## config.mk

```make
export PLATFORM = sky130hd
export DESIGN_NAME = death_sprite_fetch
export DESIGN_NICKNAME = d
export VERILOG_FILES = /design/src/rtl/death_anim_pkg.sv /design/src/rtl/death_anim_seq.sv /design/src/rtl/death_sprite_fetch.sv
export SDC_FILE = /design/constraint.sdc
export NUM_CORES = 1
export LEC_CHECK = 0
export CORE_MARGIN = 2
export CORE_UTILIZATION = 35
export CTS_BUF_LIST = sky130_fd_sc_hd__clkbuf_8
export DETAILED_ROUTE_END_ITERATION = 6
export GPL_TIMING_DRIVEN = 0
export PLACE_DENSITY = 0.65
export SETUP_SLACK_MARGIN = 0.4
export SLEW_MARGIN = 20
export SYNTH_ARGS = -nofsm -noshare
export SYNTH_HDL_FRONTEND = slang
export SYNTH_SLANG_ARGS = --single-unit
export TNS_END_PERCENT = 5
```

## constraint.sdc

```tcl
create_clock -name Clk -period 2 [get_ports Clk]
set_clock_uncertainty 0.1 [all_clocks]
set_input_delay 0.4 -clock Clk [delete_from_list [all_inputs] [get_ports Clk]]
set_output_delay 0.4 -clock Clk [all_outputs]
set_load 0.05 [all_outputs]
```

## src/rtl/death_anim_pkg.sv

```systemverilog
// Shared types and constants for the death-sprite animation path.
package death_anim_pkg;

    typedef enum logic [1:0] {
        IDLE      = 2'd0,
        PLAY      = 2'd1,
        HOLD_LAST = 2'd2
    } anim_state_t;

    localparam logic [3:0] TRANSPARENT_IDX = 4'h0;
    localparam int         BLINK_BIT       = 3;

endpackage

```

## src/rtl/death_anim_seq.sv

```systemverilog
// Death-animation sequencer: frame stepping on vsync, mirror latch and done pulse.
// Optional blinking of the held last frame when DEATH_SPRITE_BLINK_EN is defined.
module death_anim_seq
    import death_anim_pkg::*;
#(
    parameter int NUM_FRAMES = 4,
    parameter int FRAME_HOLD = 8,
    parameter int FRAME_W    = (NUM_FRAMES > 1) ? $clog2(NUM_FRAMES) : 1
) (
    input  logic               clk,
    input  logic               reset_n,
    input  logic               vsync_tick,
    input  logic               mirror,
    input  logic               trigger_death,
    input  logic               clear,
    output anim_state_t        state,
    output logic [FRAME_W-1:0] frame,
    output logic               mirror_q,
    output logic               anim_done,
    output logic               blink_mask
);

    localparam int HOLD_W = (FRAME_HOLD > 1) ? $clog2(FRAME_HOLD) : 1;

    anim_state_t        state_next;
    logic [FRAME_W-1:0] frame_next;
    logic [HOLD_W-1:0]  hold_cnt, hold_next;
    logic               mirror_next;
    logic               done_next;

    always_ff @(posedge clk or negedge reset_n) begin
        if (!reset_n) begin
            state     <= IDLE;
            frame     <= '0;
            hold_cnt  <= '0;
            mirror_q  <= 1'b0;
            anim_done <= 1'b0;
        end else begin
            state     <= state_next;
            frame     <= frame_next;
            hold_cnt  <= hold_next;
            mirror_q  <= mirror_next;
            anim_done <= done_next;
        end
    end

    // clear has priority over everything, including a coincident trigger
    always_comb begin
        state_next  = state;
        frame_next  = frame;
        hold_next   = hold_cnt;
        mirror_next = mirror_q;
        done_next   = 1'b0;
        if (clear) begin
            state_next = IDLE;
            frame_next = '0;
            hold_next  = '0;
        end else begin
            case (state)
                IDLE: begin
                    if (trigger_death) begin
                        state_next  = PLAY;
                        frame_next  = '0;
                        hold_next   = '0;
                        mirror_next = mirror;
                    end
                end
                PLAY: begin
                    if (vsync_tick) begin
                        if (hold_cnt < HOLD_W'(FRAME_HOLD - 1)) begin
                            hold_next = hold_cnt + 1'b1;
                        end else begin
                            hold_next = '0;
                            if (frame < FRAME_W'(NUM_FRAMES - 1)) begin
                                frame_next = frame + 1'b1;
                            end else begin
                                state_next = HOLD_LAST;
                                done_next  = 1'b1;
                            end
                        end
                    end
                end
                HOLD_LAST: begin
                end
                default: begin
                    state_next = IDLE;
                end
            endcase
        end
    end

`ifdef DEATH_SPRITE_BLINK_EN
    logic [3:0] blink_cnt;

    // Held at zero outside HOLD_LAST, so it starts from zero on every entry
    always_ff @(posedge clk or negedge reset_n) begin
        if (!reset_n) begin
            blink_cnt <= '0;
        end else if (state != HOLD_LAST) begin
            blink_cnt <= '0;
        end else if (vsync_tick) begin
            blink_cnt <= blink_cnt + 1'b1;
        end
    end

    assign blink_mask = (state == HOLD_LAST) && blink_cnt[BLINK_BIT];
`else
    assign blink_mask = 1'b0;
`endif

endmodule

```

## src/rtl/death_sprite_fetch.sv

```systemverilog
// Beam-to-sprite-ROM address generation and 3-stage pixel pipeline for the death animation.
// Build option: DEATH_SPRITE_BLINK_EN blinks the final held frame.
module death_sprite_fetch
    import death_anim_pkg::*;
#(
    parameter int SPR_W      = 64,
    parameter int SPR_H      = 64,
    parameter int NUM_FRAMES = 4,
    parameter int FRAME_HOLD = 8,
    parameter int ADDR_W     = $clog2(NUM_FRAMES * SPR_W * SPR_H)
) (
    input  logic              Clk,
    input  logic              Reset_n,
    input  logic [9:0]        DrawX,
    input  logic [9:0]        DrawY,
    input  logic              vsync_tick,
    input  logic [9:0]        sprite_x,
    input  logic [9:0]        sprite_y,
    input  logic              mirror,
    input  logic              trigger_death,
    input  logic              clear,
    output logic [ADDR_W-1:0] rom_addr,
    input  logic [3:0]        rom_data,
    output logic [3:0]        pix_index,
    output logic              pix_opaque,
    output logic              anim_busy,
    output logic              anim_done
);

    localparam int FRAME_W = (NUM_FRAMES > 1) ? $clog2(NUM_FRAMES) : 1;
    localparam int COL_W   = $clog2(SPR_W);

    anim_state_t        state;
    logic [FRAME_W-1:0] frame;
    logic               mirror_q;
    logic               blink_mask;

    death_anim_seq #(
        .NUM_FRAMES (NUM_FRAMES),
        .FRAME_HOLD (FRAME_HOLD),
        .FRAME_W    (FRAME_W)
    ) u_seq (
        .clk           (Clk),
        .reset_n       (Reset_n),
        .vsync_tick    (vsync_tick),
        .mirror        (mirror),
        .trigger_death (trigger_death),
        .clear         (clear),
        .state         (state),
        .frame         (frame),
        .mirror_q      (mirror_q),
        .anim_done     (anim_done),
        .blink_mask    (blink_mask)
    );

    assign anim_busy = (state == PLAY);

    logic signed [10:0] rel_x, rel_y;
    logic               in_box;
    logic [COL_W-1:0]   col;
    logic [ADDR_W-1:0]  addr_calc;

    // A negative offset (sprite hanging off the left/top edge) is simply out of box
    always_comb begin
        rel_x  = {1'b0, DrawX} - {1'b0, sprite_x};
        rel_y  = {1'b0, DrawY} - {1'b0, sprite_y};
        in_box = !rel_x[10] && !rel_y[10]
                 && ({1'b0, rel_x[9:0]} < 11'(SPR_W))
                 && ({1'b0, rel_y[9:0]} < 11'(SPR_H));
        col    = mirror_q ? (COL_W'(SPR_W - 1) - rel_x[COL_W-1:0]) : rel_x[COL_W-1:0];
        addr_calc = ADDR_W'(frame) * ADDR_W'(SPR_W * SPR_H)
                  + ADDR_W'(rel_y[9:0]) * ADDR_W'(SPR_W)
                  + ADDR_W'(col);
    end

    logic in_box_d1, show_d1;
    logic in_box_d2, show_d2;

    // show_* carries the state qualifier (and blink mask) alongside each pixel
    always_ff @(posedge Clk or negedge Reset_n) begin
        if (!Reset_n) begin
            rom_addr   <= '0;
            in_box_d1  <= 1'b0;
            show_d1    <= 1'b0;
            in_box_d2  <= 1'b0;
            show_d2    <= 1'b0;
            pix_index  <= '0;
            pix_opaque <= 1'b0;
        end else begin
            rom_addr   <= in_box ? addr_calc : '0;
            in_box_d1  <= in_box;
            show_d1    <= (state != IDLE) && !blink_mask;
            in_box_d2  <= in_box_d1;
            show_d2    <= show_d1;
            pix_index  <= rom_data;
            pix_opaque <= in_box_d2 && show_d2 && (rom_data != TRANSPARENT_IDX);
        end
    end

endmodule

```

==> summary.txt <==
==================================================================================================
Post-CTS Hold Fix Bufs                                                                           0
Proportion of synthesized chip area in sequential cells                                      0.359
Final number of max-transition violations                                                        0
Core area                                                                                6280 um^2
Data arrival time of the critical path                                                     2.59 ns
Number of failing hold endpoints at the final stage                                              0
EDFF count, synth                                                                                0
Count of clock tree sinks                                                                       32
Clock period minus worst slack                                                             2.49 ns
Ports placed on the boundary                                                                    71
F_max                                                                                    0.401 GHz
Chip Width                                                                                 83.9 um
Largest area contributor in the synthesized netlist                                        dfrtp_1
Final Cycle Share                                                                             1.25
Avg WL per Cell                                                                            13.6 um
Leakage dissipation                                                                        1.81 nW
Pre-CTS setup slack                                                                       -1.26 ns
Proportion of netlist area held by the largest area contributor                              0.359
Placer's final routability congestion estimate                                               0.823
H-Tree Level Count                                                                               2
Worst min-delay path category                                                         primary input to asynchronous set/reset pin
Diode insertion count for antenna repair                                                         0
Total congestion overflow after global routing                                                   0
CTS tree                                                                                      done
First-pass GRT wire length                                                                 9.55 mm
Placement row count                                                                             29
Clk Tree Root Cell                                                                        clkbuf_8
Worst rel slew slack                                                                         0.539
Slew at the pin closest to its max-slew limit                                             0.692 ns
Post-synthesis async set-or-reset flop share                                                  1.00
Iteration count of the initial detailed-routing pass                                             6
Total length of routed wires                                                               5.84 mm
Net Count, Synth                                                                               311
Buffer depth of the longest clock path                                                           2
Number of warning messages in the yosys log                                                      0
Failing checks                                                                        setup timing
Quantity of I/O buffers inserted on ports                                                       70
Post-Synthesis Cells                                                                           236
Pwr dens                                                                               546 nW/um^2
Pin count of the biggest net entering global routing                                            33
Layout filler cell count                                                                       524
Number of nets in the finished design                                                          425
Instance area after placement                                                            3040 um^2
Vias in the first global route                                                               2,147
Count of non-filler cells in the finished layout                                               428
RSZ-0062 raised after global routing                                                           yes
Die Outline Area                                                                         7040 um^2
Number of vias per cell                                                                       5.03
Critical path start-end classification                                                primary input to register
Die span in y                                                                              83.9 um
Initial DRC Count                                                                               60
Highest ir drop seen on vdd                                                             0.000423 V
Max-cap viol count                                                                               0
Final number of setup-violating endpoints                                                       15
Detail Route Antenna Nets                                                                        0
Crit path setup slack, layout                                                            -0.491 ns
Layout-stage area growth over the synthesis result                                           77.6%
HPWL after detailed placement                                                              3.68 mm
Flip-flop and latch area                                                                  801 um^2
Number of antenna violations at the first check in global routing                                0
Total via count after detailed routing                                                       2,154
Post-Synthesis Mean Instance Area                                                        9.46 um^2
Starting density of the core                                                                 0.356
Worst EP required                                                                          2.10 ns
Ratio of cells with drive above 1 in the final layout                                        0.467
Post-synthesis cell area                                                                 2230 um^2
Clock transition time at the flip-flop clock pins of the worst setup and hold paths        0.07 ns
Nature of the critical path startpoint                                                primary input
Run status                                                                            finished with violations
Final design area excluding fillers                                                      3970 um^2
Total CTS buffers                                                                                5
Biggest fanout along the worst timing path                                                       5
Area used by multi-input combinational logic                                             1780 um^2
Number of synthesized register bits                                                             32
Detailed-route DRC error count                                                                   0
Worst setup EP type                                                                       register
Placed Cells incl. Taps                                                                        383
Top area cells in the synthesized netlist                                             dfrtp_1, ha_1, xnor2_1
Synth Flop Type                                                                            dfrtp_1
Global-route total usage across every layer                                                  0.166
Netlist cell types                                                                              42
Clk Latency, worst-skew pair                                                               0.28 ns
==================================================================================================
## routing by layer
metal,global-route usage,part of all wire,wire length (um),vias to the layer above
li1,-,-,-,1053
met1,0.193,0.42,2430,1039
met2,0.305,0.53,3080,53
met3,0.0307,0.042,243,9
met4,0.0513,0.014,81,0
met5,0,0,0,-
## layout by cell type, fill, tap and decap left out, types with 5 or more instances in the layout
master / n
nor3_4: 6
buf_6: 6
nand2_1: 10
clkbuf_8: 5
nor2_1: 15
xnor2_1: 13
buf_4: 33
o21ai_0: 8
a21oi_1: 8
nor3_2: 10
clkdlybuf4s15_1: 5
dlymetal6s2s_1: 5
clkdlybuf4s50_1: 5
dlygate4sd2_1: 27
ha_4: 17
inv_2: 19
ha_1: 5
nand2b_1: 7
dfrtp_1: 32
clkdlybuf4s15_2: 19
inv_1: 9
## metrics by stage
step	setup TNS [ns]	hold slack (ns)	power (mW)	util
after floorplan	-8.85	0.00441	1.06	-
after global placement	-22.80	0.232	1.25	0.485
after detailed placement	-18.22	0.238	1.26	0.484
after CTS	-6.62	0.0729	2.11	0.614
after global routing	-7.43	0.120	2.29	0.632
final	-6.52	0.0565	2.17	0.632
## final cells by class
class	instances	area share
plain buffers	5	0.0155
repair buffers	107	0.251
inverters	30	0.0296
flip-flops and latches	32	0.202
well taps	77	0.0243
multi-input cells	169	0.450
clock inverters	3	0.0107
clock buffers	5	0.0173
## critical path, cell delays in order
cell and delay [ns]:
dlygate4sd2_1 0.26, ha_4 0.27, o211ai_1 0.21, a21oi_2 0.10, o41ai_4 0.26, xnor2_1 0.11
or4_1 0.52, buf_6 0.16, buf_12 0.13, nor3_4 0.17
## path summary, 6_finish.rpt
check                                        endpoint  depth (start not counted)                       start  slack (ns)
setup / recovery                rom_addr[8]$_DFF_PN0_                         10                    DrawX[2]       -0.49
hold / removal             u_seq.state[0]$_DFFE_PN0P_                          1                     Reset_n        0.06
setup reg to reg           u_seq.frame[0]$_DFFE_PN0P_                          5  u_seq.state[1]$_DFFE_PN0P_        0.48
hold reg to reg                   in_box_d2$_DFF_PN0_                          0         in_box_d1$_DFF_PN0_        0.25
max in group asynchronous       rom_addr[5]$_DFF_PN0_                          1                     Reset_n        1.30
min in group Clk                  in_box_d2$_DFF_PN0_                          0         in_box_d1$_DFF_PN0_        0.25
## Yosys cell counts (all sizes together), types with 2 or more instances
library cell	number
o21bai	2
a21oi	13
nand2	12
o21a	2
o22ai	2
inv	30
fa	2
nand2b	9
nor2b	3
ha	23
mux2	2
a21o	5
xor2	3
and3	3
a221oi	2
nor2	16
o2111ai	3
buf	4
o211ai	2
o221ai	3
nor3	18
xnor2	15
o21ai	11
dfrtp	32
nand3	4
mux2i	3
## power by group
group          switching [mW]  total (mW)  internal, mW
Clock                   0.238       0.606         0.368
Sequential            0.00717       0.670         0.663
Combinational           0.432       0.890         0.458
Total                   0.677        2.17          1.49
## sequential cells by signal, indices dropped and copies added (netlist names)
name / flops
in_box_d2: 1
rom_addr: 14
pix_opaque: 1
u_seq.frame: 2
show_d1: 1
u_seq.state: 2
u_seq.anim_done: 1
pix_index: 4
u_seq.mirror_q: 1
in_box_d1: 1
show_d2: 1
u_seq.hold_cnt: 3
## timing repair
action                                  CTS  global route
setup buffers                            32             3
gates resized for setup                 211            29
gates cloned                              2             0
pin swaps                                55            34
endpoints found under the setup margin   38            19
## cells by family (layout without fill, tap and decap cells)
kind of cell / Yosys count / count (layout) / share of synthesized area
xor+xnor: 18 / 18 / 0.0706
flops: 32 / 32 / 0.359
fa+ha+maj: 25 / 25 / 0.147
mux: 5 / 5 / 0.0235
compound gates: 52 / 52 / 0.160
buf+inv: 35 / 150 / 0.0706
simple gates: 69 / 69 / 0.170
No activity file was read; power rests on OpenSTA's default activity.
